[config.mk]
export PLATFORM = sky130hd
export DESIGN_NAME = rob_core
export DESIGN_NICKNAME = d
export VERILOG_FILES = /design/src/rtl/rob_core.sv
export SDC_FILE = /design/constraint.sdc
export NUM_CORES = 2
export LEC_CHECK = 0
export BUFFER_PORTS_ARGS = -buffer_cell sky130_fd_sc_hd__buf_2
export CELL_PAD_IN_SITES_DETAIL_PLACEMENT = 1
export CELL_PAD_IN_SITES_GLOBAL_PLACEMENT = 1
export CORE_AREA = 2 2 428 303
export DETAILED_ROUTE_END_ITERATION = 7
export DIE_AREA = 0 0 430 305
export PLACE_DENSITY = 0.66
export SLEW_MARGIN = 20
export SYNTH_ARGS = -nofsm -noshare
export SYNTH_HDL_FRONTEND = slang
export SYNTH_SLANG_ARGS = --single-unit
export TNS_END_PERCENT = 1
[constraint.sdc]
create_clock -name clk -period 3.9 [get_ports clk]
set_input_delay 0.39 -clock clk [delete_from_list [all_inputs] [get_ports clk]]
set_output_delay 0.39 -clock clk [all_outputs]
set_load 0.02 [all_outputs]
[src/rtl/rob_core.sv]
// rob_core: reorder buffer with in-order allocate/commit, out-of-order writeback and mispredict flush.
//   clk, rst_n                                   : clock, async active-low reset
//   alloc_valid/alloc_entry -> alloc_ready/idx   : dispatch at the tail
//   wb_valid/wb_idx/wb_result/wb_taken/wb_target : completion by index
//   commit_valid/commit_entry <- commit_ready    : in-order retire at the head
//   flush_out/redirect_pc                        : registered mispredict flush and fetch redirect
//   count                                        : occupied entries
package general_defines;
    localparam int ROB_LENGTH      = 16;
    localparam int ROB_IDX_W       = $clog2(ROB_LENGTH);
    localparam int INT_DATA_W      = 32;
    localparam int INSTR_MEM_IDX_W = 8;
    typedef struct packed {
        logic                       valid;
        logic                       done;
        logic                       is_branch;
        logic                       pred_taken;
        logic [INSTR_MEM_IDX_W-1:0] pred_target;
        logic [INSTR_MEM_IDX_W-1:0] pc;
        logic [4:0]                 rd;
        logic [INT_DATA_W-1:0]      result;
    } rob_entry_t;
endpackage

module rob_core
    import general_defines::*;
(
    input  logic                       clk,
    input  logic                       rst_n,
    input  logic                       alloc_valid,
    input  rob_entry_t                 alloc_entry,
    output logic                       alloc_ready,
    output logic [ROB_IDX_W-1:0]       alloc_idx,
    input  logic                       wb_valid,
    input  logic [ROB_IDX_W-1:0]       wb_idx,
    input  logic [INT_DATA_W-1:0]      wb_result,
    input  logic                       wb_taken,
    input  logic [INSTR_MEM_IDX_W-1:0] wb_target,
    output logic                       commit_valid,
    output rob_entry_t                 commit_entry,
    input  logic                       commit_ready,
    output logic                       flush_out,
    output logic [INSTR_MEM_IDX_W-1:0] redirect_pc,
    output logic [ROB_IDX_W:0]         count
);
    localparam logic [ROB_IDX_W:0] FULL = (ROB_IDX_W+1)'(ROB_LENGTH);
    rob_entry_t                 entries_q [ROB_LENGTH];
    logic [ROB_LENGTH-1:0]      act_taken_q;
    logic [INSTR_MEM_IDX_W-1:0] act_target_q [ROB_LENGTH];
    logic [ROB_IDX_W-1:0]       head_q, head_d, tail_q, tail_d;
    logic [ROB_IDX_W:0]         count_q, count_d;
    logic                       flush_q, flush_d;
    logic [INSTR_MEM_IDX_W-1:0] redirect_q, redirect_d, correct_pc;
    rob_entry_t                 hd;
    logic                       alloc_fire, commit_fire, mispredict, act_taken;
    logic [INSTR_MEM_IDX_W-1:0] act_target;

    always_comb begin
        hd          = entries_q[head_q];
        act_taken   = act_taken_q[head_q];
        act_target  = act_target_q[head_q];
        alloc_ready = (count_q != FULL) && !flush_q;
        alloc_fire  = alloc_valid && alloc_ready;
        commit_valid = hd.valid && hd.done && !flush_q;
        commit_fire = commit_valid && commit_ready;
        mispredict  = commit_fire && hd.is_branch &&
                      ((act_taken != hd.pred_taken) || (act_taken && act_target != hd.pred_target));
        correct_pc  = act_taken ? act_target : hd.pc + INSTR_MEM_IDX_W'(1);
        head_d      = mispredict ? '0 : head_q + ROB_IDX_W'(commit_fire);
        tail_d      = mispredict ? '0 : tail_q + ROB_IDX_W'(alloc_fire);
        count_d     = mispredict ? '0 : count_q + (ROB_IDX_W+1)'(alloc_fire) - (ROB_IDX_W+1)'(commit_fire);
        flush_d     = mispredict;
        redirect_d  = mispredict ? correct_pc : redirect_q;
    end

    assign alloc_idx    = tail_q;
    assign commit_entry = hd;
    assign flush_out    = flush_q;
    assign redirect_pc  = redirect_q;
    assign count        = count_q;

    always_ff @(posedge clk or negedge rst_n) begin
        if (!rst_n) begin
            for (int i = 0; i < ROB_LENGTH; i++) begin
                entries_q[i]    <= '0;
                act_target_q[i] <= '0;
            end
            act_taken_q <= '0;
            head_q      <= '0;
            tail_q      <= '0;
            count_q     <= '0;
            flush_q     <= 1'b0;
            redirect_q  <= '0;
        end else begin
            head_q     <= head_d;
            tail_q     <= tail_d;
            count_q    <= count_d;
            flush_q    <= flush_d;
            redirect_q <= redirect_d;
            if (alloc_fire) begin
                entries_q[tail_q]       <= alloc_entry;
                entries_q[tail_q].valid <= 1'b1;
                // Seed actual outcome with the prediction so a branch dispatched already-done never mispredicts.
                act_taken_q[tail_q]     <= alloc_entry.pred_taken;
                act_target_q[tail_q]    <= alloc_entry.pred_target;
            end
            if (wb_valid && entries_q[wb_idx].valid) begin
                entries_q[wb_idx].result <= wb_result;
                entries_q[wb_idx].done   <= 1'b1;
                act_taken_q[wb_idx]      <= wb_taken;
                act_target_q[wb_idx]     <= wb_target;
            end
            if (commit_fire) entries_q[head_q].valid <= 1'b0;
            if (mispredict) begin
                for (int i = 0; i < ROB_LENGTH; i++) begin
                    entries_q[i].valid <= 1'b0;
                    entries_q[i].done  <= 1'b0;
                end
            end
        end
    end
endmodule

[Word level (Yosys, flattened, before mapping)]
Cells that the tools add are included.
Operators by class
  add/subtract/negate cells: 5
  magnitude comparators: 11
  equality and inequality tests: 3
  mux-type cells: 65
  bitwise operators: 3
  reductions and logical operators: 16
Operators with widths (number)
  $bwmux 912: 5
  $mux 912: 3
  $demux 57 s4: 5
  $bmux 57 s4: 2
  $mux 57: 7
  $bwmux 128: 2
  $mux 128: 2
  $demux 8 s4: 2
  $mux 56: 1
  $mux 8: 5
  $bmux 8 s4: 1
  $bwmux 16: 2
  $mux 16: 2
  $mux 2: 16
  $mux 32: 1
  $ge 5x5->1 const B: 3
  $lt 4x5->1 const B: 3
  $lt 5x1->1 const B: 3
  $not 4->5: 3
  $logic_and 1x1->1: 14
  $add 4x1->4: 2
  $add 8x1->8 const B: 1
  $demux 1 s4: 2
  $ge 4x1->1 const B: 2
  11 further kinds: 14
Word-level totals
  flip-flop bits (word level): 1078
  input bits: 107
  output and inout bits: 77
  word-level logic and storage cells: 253

[Depth between registers and ports, before layout]
  depth in word-level cells: 14
  depth in mapped cells: 16
  depth with buffers taken out: 14

[Least setup slack after synthesis]
No wires, ideal clock.
  kind: register to register
  start point: register head_q[0]
  end point: register count_q[4], in the netlist count[4]
  setup time: 0.119 ns
  data arrival time: 3.526 ns
  required time: 3.781 ns
  setup slack: 0.256 ns
  stages on the path, launching flop included: 17
  path buffers: 3
  period minus slack after synthesis: 3.644 ns
  path through: dfrtp_1 > buf_4 > buf_6 > buf_6 > mux4_2 > mux4_2 > and3b_1 > and2_1 > ha_1 > inv_1 > ha_1 > fa_1 > a21oi_1 > nor2_1 > nor2_1 > xnor2_1 > nor2_1
RTL lines
  from (decl): line 50  | logic [ROB_IDX_W-1:0] head_q, head_d, tail_q, tail_d;
  from (signal assigned): line 89  | head_q <= '0;
  from (signal assigned): line 95  | head_q <= head_d;
  to (signal assigned): line 97  | count_q <= count_d;
  to (decl): line 51  | logic [ROB_IDX_W:0] count_q, count_d;

==> results.py <==
metrics = {
    "route": {
        "wl_per_cell_um": 30.3,
        "num_vias": 41800,
        "firstDrtPassIters": 5,
        "detail-route-antenna-nets": 0,
        "drc": 0,
        "viasPerCell": 6.13,
        "wl_mm": 207,
        "drt_iter0_drc": 3867,
    },
    "setup_path": {
        "slowest_stage": "mux4_2",
        "critPathLaunchType": "flip-flop",
        "path_buf_inv": 4,
        "cp.depth": 6,
        "r2r_slack_ns": 0.13,
        "ff2ff_path_depth": 12,
        "crit_arrival_ns": 3.44,
        "path_cells": "buf_4 > buf_16 > buf_12 > mux4_2 > mux4_2 > buf_2",
        "required_ns": 3.51,
        "endpoint_kind": "output pin",
        "worstPathMaxFanout": 27,
        "path_delay_family": "multiplexers",
        "path_class": "flip-flop to output pin",
        "critPathMaxStageDelay_ns": 0.55,
        "cpMostUsedCell": "mux4_2",
    },
    "grt": {
        "antenna_found_initial": 48,
        "grt_max_degree": 97,
        "grt_pass1_vias": 43700,
        "grt_overflow_total": 0,
        "grt_use_total": 0.317,
        "grt_pass1_wl_mm": 307,
    },
    "synth": {
        "async_reset_ff_frac": 1.00,
        "ys_warn_count": 0,
        "ys_ff_latch": 1078,
        "synth_adder_area_share": 0.00291,
        "syn_inst": 5087,
        "syn_area_um2": 54200,
        "synth_compound_area_frac": 0.0772,
        "synth_ff_type": "dfrtp_1",
        "yosysUniqueCellTypes": 46,
        "synthSimpleGateAreaFrac": 0.122,
        "synth_area_per_cell_um2": 10.7,
        "yosysSeqAreaShare": 0.497,
        "synth_edf_count": 0,
        "synth_xor_area_frac": 0.00323,
        "syn_nets": 5206,
        "synth.area.mux_share": 0.256,
        "synth_top_family_by_area": "multiplexers",
    },
    "sta": {
        "rsz0062_at_grt": "yes",
        "fin_skew_ns": 0.0134,
        "timing.final.crit_share": 0.983,
        "relSlewSlack": 0.284,
        "setup_violations": 0,
        "tightest_slew_ns": 1.07,
        "hold_viol_final": 0,
        "slew_violations": 0,
        "fmaxAchievable_ghz": 0.261,
        "fin_crit_ns": 3.83,
    },
    "place": {
        "place_area_um2": 57400,
        "gp_congestion": 0.804,
        "hpwl_mm": 122,
        "portBuffers": 182,
    },
    "power_and_ir_drop": {
        "power_mw": 52.2,
        "power.leakage_nw": 25.7,
        "clkPwrFrac": 0.211,
        "swShare": 0.372,
        "p_per_area_nw_per_um2": 850,
        "combPwrFrac": 0.413,
        "irDropWorstVdd_uv": 494,
        "p_int_mw": 32.8,
        "p_seq_frac": 0.377,
        "power.switching_mw": 19.4,
    },
    "clocking": {
        "cts_tree": "yes",
        "clock-sinks": 1078,
        "root_buffer": "clkbuf_16",
        "insertion_delay_ns": 0.74,
        "cts_buffers": 112,
        "htree_levels": 3,
        "clockBufferDepth": 3,
        "clkSlewWorstSetupHoldPaths_ns": 0.06,
    },
    "cells_and_area": {
        "fin_area_um2": 61400,
        "final_util": 0.482,
        "area_growth_pct": 13.1,
        "drive_above_1_share": 0.213,
        "final_nets": 5163,
    },
    "run_status": {
        "status": "complete, no violations",
    },
    "floorplan": {
        "die_w_um": 430,
        "io_pins": 184,
        "die_area_um2": 131000,
        "start_util": 0.426,
        "core_um2": 127000,
        "std_cell_rows": 110,
        "fp.dieH_um": 305,
    },
    "job": {
        "maxCapViolations": 0,
    },
    "hold_path": {
        "hold_class": "primary input to flip-flop",
        "hold_depth": 3,
    },
}
placed cells by master (no fill, tap or decap), types with 8 or more instances in the layout:
| cell type | count |
|---|---|
| clkbuf_1 | 28 |
| inv_1 | 15 |
| dlygate4sd3_1 | 14 |
| mux2i_1 | 462 |
| buf_4 | 108 |
| clkbuf_8 | 24 |
| xnor2_1 | 8 |
| nor3_2 | 8 |
| o22ai_1 | 8 |
| dfrtp_1 | 1074 |
| clkbuf_16 | 114 |
| mux2_2 | 193 |
| nor2b_1 | 8 |
| nor2_1 | 232 |
| nand2b_1 | 9 |
| clkinv_2 | 21 |
| nand2_1 | 1398 |
| o21ai_0 | 459 |
| diode_2 | 18 |
| a31oi_1 | 213 |
| a22oi_1 | 35 |
| mux4_2 | 313 |
| nor4_2 | 14 |
| xor2_1 | 12 |
| buf_2 | 181 |
| buf_12 | 60 |
| ha_1 | 11 |
path summary, 6_finish.rpt:
| path | endpoint | from |
|---|---|---|
| max in group asynchronous | entries_q[17] | rst_n |
| max | commit_entry[4] | head_q[0] |
| min reg2reg | flip-flop | flip-flop |
| min in group asynchronous | async pin | rst_n |
| min | entries_q[701] | alloc_entry[17] |
| max reg2reg | entries_q[911] | head_q[0] |
power by group through the flow:
stage | Sequential [mW] | Combinational, mW | Clock (mW)
2_1_floorplan | 18.5 | 14.8 | 0
3_3_place_gp | 19.5 | 20.7 | 0
3_5_place_dp | 19.6 | 21.3 | 0
4_1_cts | 19.6 | 21.5 | 11.2
5_1_grt | 20.3 | 23.2 | 11.6
6_report | 19.6 | 21.5 | 11.0
per-layer routing:
metal  wire length (um)  up-vias  GRT usage
met1              89500    22200      0.453
met4               5780       48     0.0852
met2              92400     1616      0.477
li1                   -    17600          -
met3              18700      400     0.0865
met5                315        -          0
final cells by class:
class / count / area, um^2
Tap cell: 1680 / 2100
Clock inverter: 33 / 345
Antenna cell: 18 / 45.0
Inverter: 21 / 78.8
Clock buffer: 166 / 3290
Multi-Input combinational cell: 3459 / 25300
Sequential cell: 1078 / 27000
Timing Repair Buffer: 372 / 3210
Fill cell: 13500 / 66000
Yosys cell counts (6+ instances only):
library cell     n  area (um^2)
buf_6           11          124
ha_1            11          138
xor2_1          12          105
o22ai_1          8         50.1
buf_2           52          260
xnor2_1          8         70.1
inv_1           15         56.3
nor2b_1         10         62.6
dfrtp_1       1078        27000
mux4_2         313         7050
mux2_2         193         2170
buf_4           13         97.6
o21ai_0        459         2300
a22oi_1         38          285
o32ai_1          6         52.6
a31oi_1        213         1330
nor3_1          11         55.1
a21oi_1          6         30.0
nor4_1          17          106
nor2_1         236          886
clkbuf_1       361         1360
nand2b_1         9         56.3
mux2i_1        462         4620
nand3_1         11         55.1
and3_1           6         37.5
nand2_1       1405         5270
buf_1           92          345
worst reg2reg max path, cell delays in order, from the launching register on:
cell,delay (ns)
dfrtp_4,0.52
buf_4,0.29
buf_16,0.28
mux4_2,0.60
a22oi_1,0.39
nand2_1,0.14
xor2_1,0.18
nor4_4,0.42
buf_4,0.21
a31oi_4,0.10
buf_12,0.17
buf_12,0.17
nor3_1,0.21
through the flow:
step / hold WS, ns / setup TNS (ns) / instances / setup WS [ns]
global route: 0.0482 / -0.234 / 6814 / -0.0482
global placement: 0.453 / 0 / 6595 / 0.0767
detailed placement: 0.461 / 0 / 6595 / 0.00324
floorplan: 0.0944 / 0 / 5087 / 0.256
finish: 0.0603 / 0 / 6827 / 0.0667
CTS: 0.0121 / -0.0217 / 6809 / -0.0217
logic make-up (layout without fill, tap and decap cells):
logic type               Yosys count  in the layout
other                              0             18
AND/OR/NAND/NOR                 1714           1714
adder cells (fa/ha/maj)           12             12
flip-flops                      1078           1078
multiplexers                     969            969
AO/OA/AOI/OAI                    744            744
XOR/XNOR                          20             20
buffers and inverters            550            592
timing repair:
| action | in CTS | in global routing |
|---|---|---|
| gates resized for setup | 10 | 5 |
| gates cloned | 1 | 0 |
| setup buffers | 0 | 0 |
| hold buffers | 14 | 0 |
| setup endpoints to repair | 31 | 35 |
| hold endpoints to repair | 148 | 0 |
(Power assumes the default switching activity.)
